`src/rtl/stage_4.sv`:
```
// stage_4: increment stage with a 2-entry skid buffer.
// Adds 1 (mod 2^DATA_W) to each incoming beat and hands it downstream
// through an output register backed by a skid register, so that one
// in-flight beat can be absorbed when the next stage stalls. The stall
// returned upstream is registered. Drop and beat counters are exposed
// for observation.
module stage_4 #(
    parameter int DATA_W = 16,
    parameter int CNT_W  = 8
) (
    input  logic              i_clk,
    input  logic              i_rst_n,
    input  logic              i_flush,
    input  logic [DATA_W-1:0] i_data,
    input  logic              i_valid,
    output logic              o_stall,
    input  logic              i_stall,
    output logic [DATA_W-1:0] o_data,
    output logic              o_valid,
    output logic [CNT_W-1:0]  o_drop_cnt,
    output logic [CNT_W-1:0]  o_beat_cnt
);

    typedef enum logic [1:0] {
        EMPTY = 2'd0,
        ONE   = 2'd1,
        TWO   = 2'd2
    } state_t;

    localparam logic [CNT_W-1:0] CNT_MAX = '1;

    state_t            state_q;
    logic [DATA_W-1:0] out_q;
    logic [DATA_W-1:0] skid_q;
    logic [DATA_W-1:0] data_inc;
    logic              accept;
    logic              deliver;
    logic              drop;

    // Handshake qualifiers. Flush overrides both accept and drop.
    assign data_inc = i_data + DATA_W'(1);
    assign accept   = i_valid && !o_stall && !i_flush;
    assign deliver  = o_valid && !i_stall;
    assign drop     = i_valid &&  o_stall && !i_flush;

    assign o_data = out_q;

    // Occupancy FSM with registered o_valid/o_stall and the two data registers.
    always_ff @(posedge i_clk or negedge i_rst_n) begin
        if (!i_rst_n) begin
            state_q <= EMPTY;
            o_valid <= 1'b0;
            o_stall <= 1'b0;
            // NOTE: the data registers are reset too, so o_data reads 0 out of reset.
            out_q   <= '0;
            skid_q  <= '0;
        end else if (i_flush) begin
            // Contents are abandoned, not cleared: out_q/skid_q keep their values.
            state_q <= EMPTY;
            o_valid <= 1'b0;
            o_stall <= 1'b0;
        end else begin
            // NOTE: non-blocking assignments keep every register update in this
            // block reading the pre-edge values, independent of statement order.
            unique case (state_q)
                EMPTY: begin
                    if (accept) begin
                        out_q   <= data_inc;
                        state_q <= ONE;
                        o_valid <= 1'b1;
                    end
                end
                ONE: begin
                    if (accept && deliver) begin
                        out_q <= data_inc;
                    end else if (accept && !deliver) begin
                        skid_q  <= data_inc;
                        state_q <= TWO;
                        o_stall <= 1'b1;
                    end else if (!accept && deliver) begin
                        state_q <= EMPTY;
                        o_valid <= 1'b0;
                    end
                end
                TWO: begin
                    if (deliver) begin
                        out_q   <= skid_q;
                        state_q <= ONE;
                        o_stall <= 1'b0;
                    end
                end
                default: begin
                    state_q <= EMPTY;
                    o_valid <= 1'b0;
                    o_stall <= 1'b0;
                end
            endcase
        end
    end

    // Saturating drop counter and wrapping delivered-beat counter.
    always_ff @(posedge i_clk or negedge i_rst_n) begin
        if (!i_rst_n) begin
            o_drop_cnt <= '0;
            o_beat_cnt <= '0;
        end else begin
            if (drop && (o_drop_cnt != CNT_MAX)) begin
                o_drop_cnt <= o_drop_cnt + CNT_W'(1);
            end
            if (deliver && !i_flush) begin
                o_beat_cnt <= o_beat_cnt + CNT_W'(1);
            end
        end
    end

endmodule

```
`config.mk`:
```
export PLATFORM = sky130hd
export DESIGN_NAME = stage_4
export DESIGN_NICKNAME = d
export VERILOG_FILES = /design/src/rtl/stage_4.sv
export SDC_FILE = /design/constraint.sdc
export NUM_CORES = 1
export LEC_CHECK = 0
export ABC_CLOCK_PERIOD_IN_PS = 2380
export CORE_MARGIN = 5
export CORE_UTILIZATION = 47
export CTS_CLUSTER_SIZE = 28
export DETAILED_ROUTE_END_ITERATION = 6
export PLACE_DENSITY = 0.71
export SKIP_CTS_REPAIR_TIMING = 1
export SYNTH_ARGS = -nofsm -noshare
export SYNTH_HDL_FRONTEND = slang
export SYNTH_SLANG_ARGS = --single-unit
export TNS_END_PERCENT = 10
```
`constraint.sdc`:
```
create_clock -name i_clk -period 2.38 [get_ports i_clk]
set_input_delay 0.714 -clock i_clk [delete_from_list [all_inputs] [get_ports i_clk]]
set_output_delay 0.714 -clock i_clk [all_outputs]
set_load 0.05 [all_outputs]
```
==> metrics <==
clock buffer depth 2; post-synthesis instance total ~250; Final Power 3.65 mW; CP Data Required Time 1.67 ns; endpoint arrival time on the critical path approximately 1.6 ns; clock period minus worst slack 2.29 ns; CP endpoint o_beat_cnt[2]; Reg2Reg Launch Point state_q[0]; worst slew pin tran 0.648 ns; TritonCTS Buffers 5; Switch Pwr 1.55 mW; Max stage delay on crit path around 0.84 ns; CTS tree built; pwr/cell area 1030 nW/um^2; crit share post-route 96.3%; Routed Antenna Nets 0; Syn-to-layout area delta 33.4%; Buffers & Inverters on Critical Path 1; fmax approximately 440 MHz; unrepaired setup endpoints after global routing false; Internal Power 2.10 mW; Synth Warn # 0; Setup Crit Path Kind reg -> out; Most used DFF post-synth dfrtp_1; critical path's slowest cell clkdlybuf4s50_1; area of the mapped netlist between 2000 and 3000 um^2; Die Y approximately 85 um; fill count 500; root buf cell clkbuf_8; final HPWL from detailed placement 4260 um; core area between 5000 and 6000 um^2; Sink Count 52; Worst Setup End Kind primary output; Post-Layout Cell Count 406; Hold Path Depth 1; n_diodes 0; Post-synth EDFFs 0; Crit path max-delay family buffers and inverters; area of the multi-input gates 1280 um^2; register bit total from synthesis 52; Routed WL 5850 um; Clk pwr share 13.9%; syn_area_per_cell 10.5 um^2; Final #Nets ~360; worst r2r dst o_data[13]; CP Depth 1; post-synth cell types 43; final setup fails 0; commonest cells after routing, fill and taps aside 52 x clkdlybuf4s50_1, 52 x dfrtp_1, 28 x buf_4, 26 x nand2_1, 23 x o21ai_0; sequential power share 39.1%; antenna violations before repair 0; Die ar. 7240 um^2; WL/cell ~14 um; Vias/cell 5.39; Async SR Flop Fraction 100%; Worst Skew 0.00887 ns; grt total ovfl 0; initial core utilization 48.1%; CP startpoint kind flop; Syn Nets 277; Total GRT Usage 17.2%; sequential share of the synthesized area 49.1%; crit path from o_beat_cnt[2]; # DRC 0; Vias 2189; Inst Count DP between 300 and 400; Rel. slew slack 56.8%; reg2reg path depth 5; Die Wd 85.1 um; status finished, final reports clean; Iter 0 DRT Violations 92; GPL Wtd Cong 0.794; Max Cap Viol 0; Hold Crit Class reg -> reg; Slew Limit Fails 0; CP max FO 5; H-tree levels 2; placed cell area approximately 3400 um^2; first-pass GRT wire length 10100 um; worst vdd ir 0.612 mV; switching share of total power 42.5%; reg-to-reg setup timing slack 0.53 ns; Worst-path clk slew 0.09 ns; vias in the first global route between 2k and 2.5k; Finished Cell Area 3530 um^2; final hold violations 0; ratio of cells with drive above 1 in the final layout ~17%; combinational power share 47.0%; Rows 27; I/O Buffers 54; worst-skew pair later-pin latency 0.30 ns; P_leak about 1.5 nW; final hold slack slightly below 0.5 ns; Ports 55; DRT Pass-1 Iters 4; register area 1300 um^2; critical path, cell by cell clkdlybuf4s50_1; largest net degree at the start of global routing 53
==> how the worst min path moves through the flow <==
stage / from / endpoint / slack, ns
2_1_floorplan: i_rst_n / o_beat_cnt[0] / 0.42
3_3_place_gp: o_beat_cnt[7] / o_beat_cnt[7] / 0.46
3_5_place_dp: skid_q[6] / skid_q[6] / 0.47
4_1_cts: skid_q[6] / skid_q[6] / 0.49
5_1_grt: skid_q[6] / skid_q[6] / 0.50
6_report: skid_q[6] / skid_q[6] / 0.48
==> through the flow <==
stage	worst slack (ns)	TNS [ns]	util, %
3_3_place_gp	-0.0912	-0.889	62.6
2_1_floorplan	0.361	0	-
6_report	0.0870	0	64.2
4_1_cts	0.0717	0	64.2
3_5_place_dp	-0.146	-1.68	62.6
5_1_grt	0.0303	0	64.2
==> logic make-up (layout without fill, tap and decap cells) <==
group / Yosys count / in the layout / share of synthesized area [%]
xor+xnor: 22 / 22 / 7.27
mux: 13 / 13 / 5.52
buf+inv: 14 / 95 / 2.64
compound gates: 58 / 58 / 13.7
simple gates: 91 / 91 / 20.3
flops: 52 / 52 / 49.1
fa+ha+maj: 3 / 3 / 1.42
==> flip-flops by register name (all words and copies together) (netlist names) <==
| signal | count |
|---|---|
| o_stall | 1 |
| o_valid | 1 |
| o_beat_cnt | 8 |
| o_drop_cnt | 8 |
| state_q | 2 |
| skid_q | 16 |
| o_data | 16 |
==> power by group through the flow <==
stage	clock network, mW	registers [mW]	logic [mW]
after floorplan	0	2.09	0.458
after global placement	0	1.44	1.71
after detailed placement	0	1.45	1.73
after CTS	0.528	1.43	1.73
after global routing	0.559	1.48	1.82
final	0.508	1.43	1.71
==> final cells by class <==
type,count,share of cell area [%]
flip-flops and latches,52,36.8
multi-input cells,187,36.2
repair buffers,82,21.4
clock buffers,8,2.55
well taps,72,2.55
inverters,5,0.531
==> metal layers <==
metal / vias up / wire length (um) / track usage [%]
met5: - / 0 / 0
met4: 0 / 65 / 5.18
met3: 6 / 228 / 3.11
met2: 42 / 2820 / 28.4
met1: 1062 / 2730 / 23.1
li1: 1079 / - / -
==> Yosys cell counts (5+ instances only) <==
library cell  instances  area share (%)
dfrtp_1              52              49
mux2_2               13             5.5
nand4_1              13             3.1
a21oi_1               9             1.7
nand3_1               9             1.7
xnor2_1              15             5.0
o21ai_0              23             4.3
o211ai_1              5             1.4
xor2_1                7             2.3
nand2_1              26             3.7
nor2b_1               8             1.9
nor2_1                9             1.3
a31oi_1               7             1.7
(Power assumes the default switching activity.)
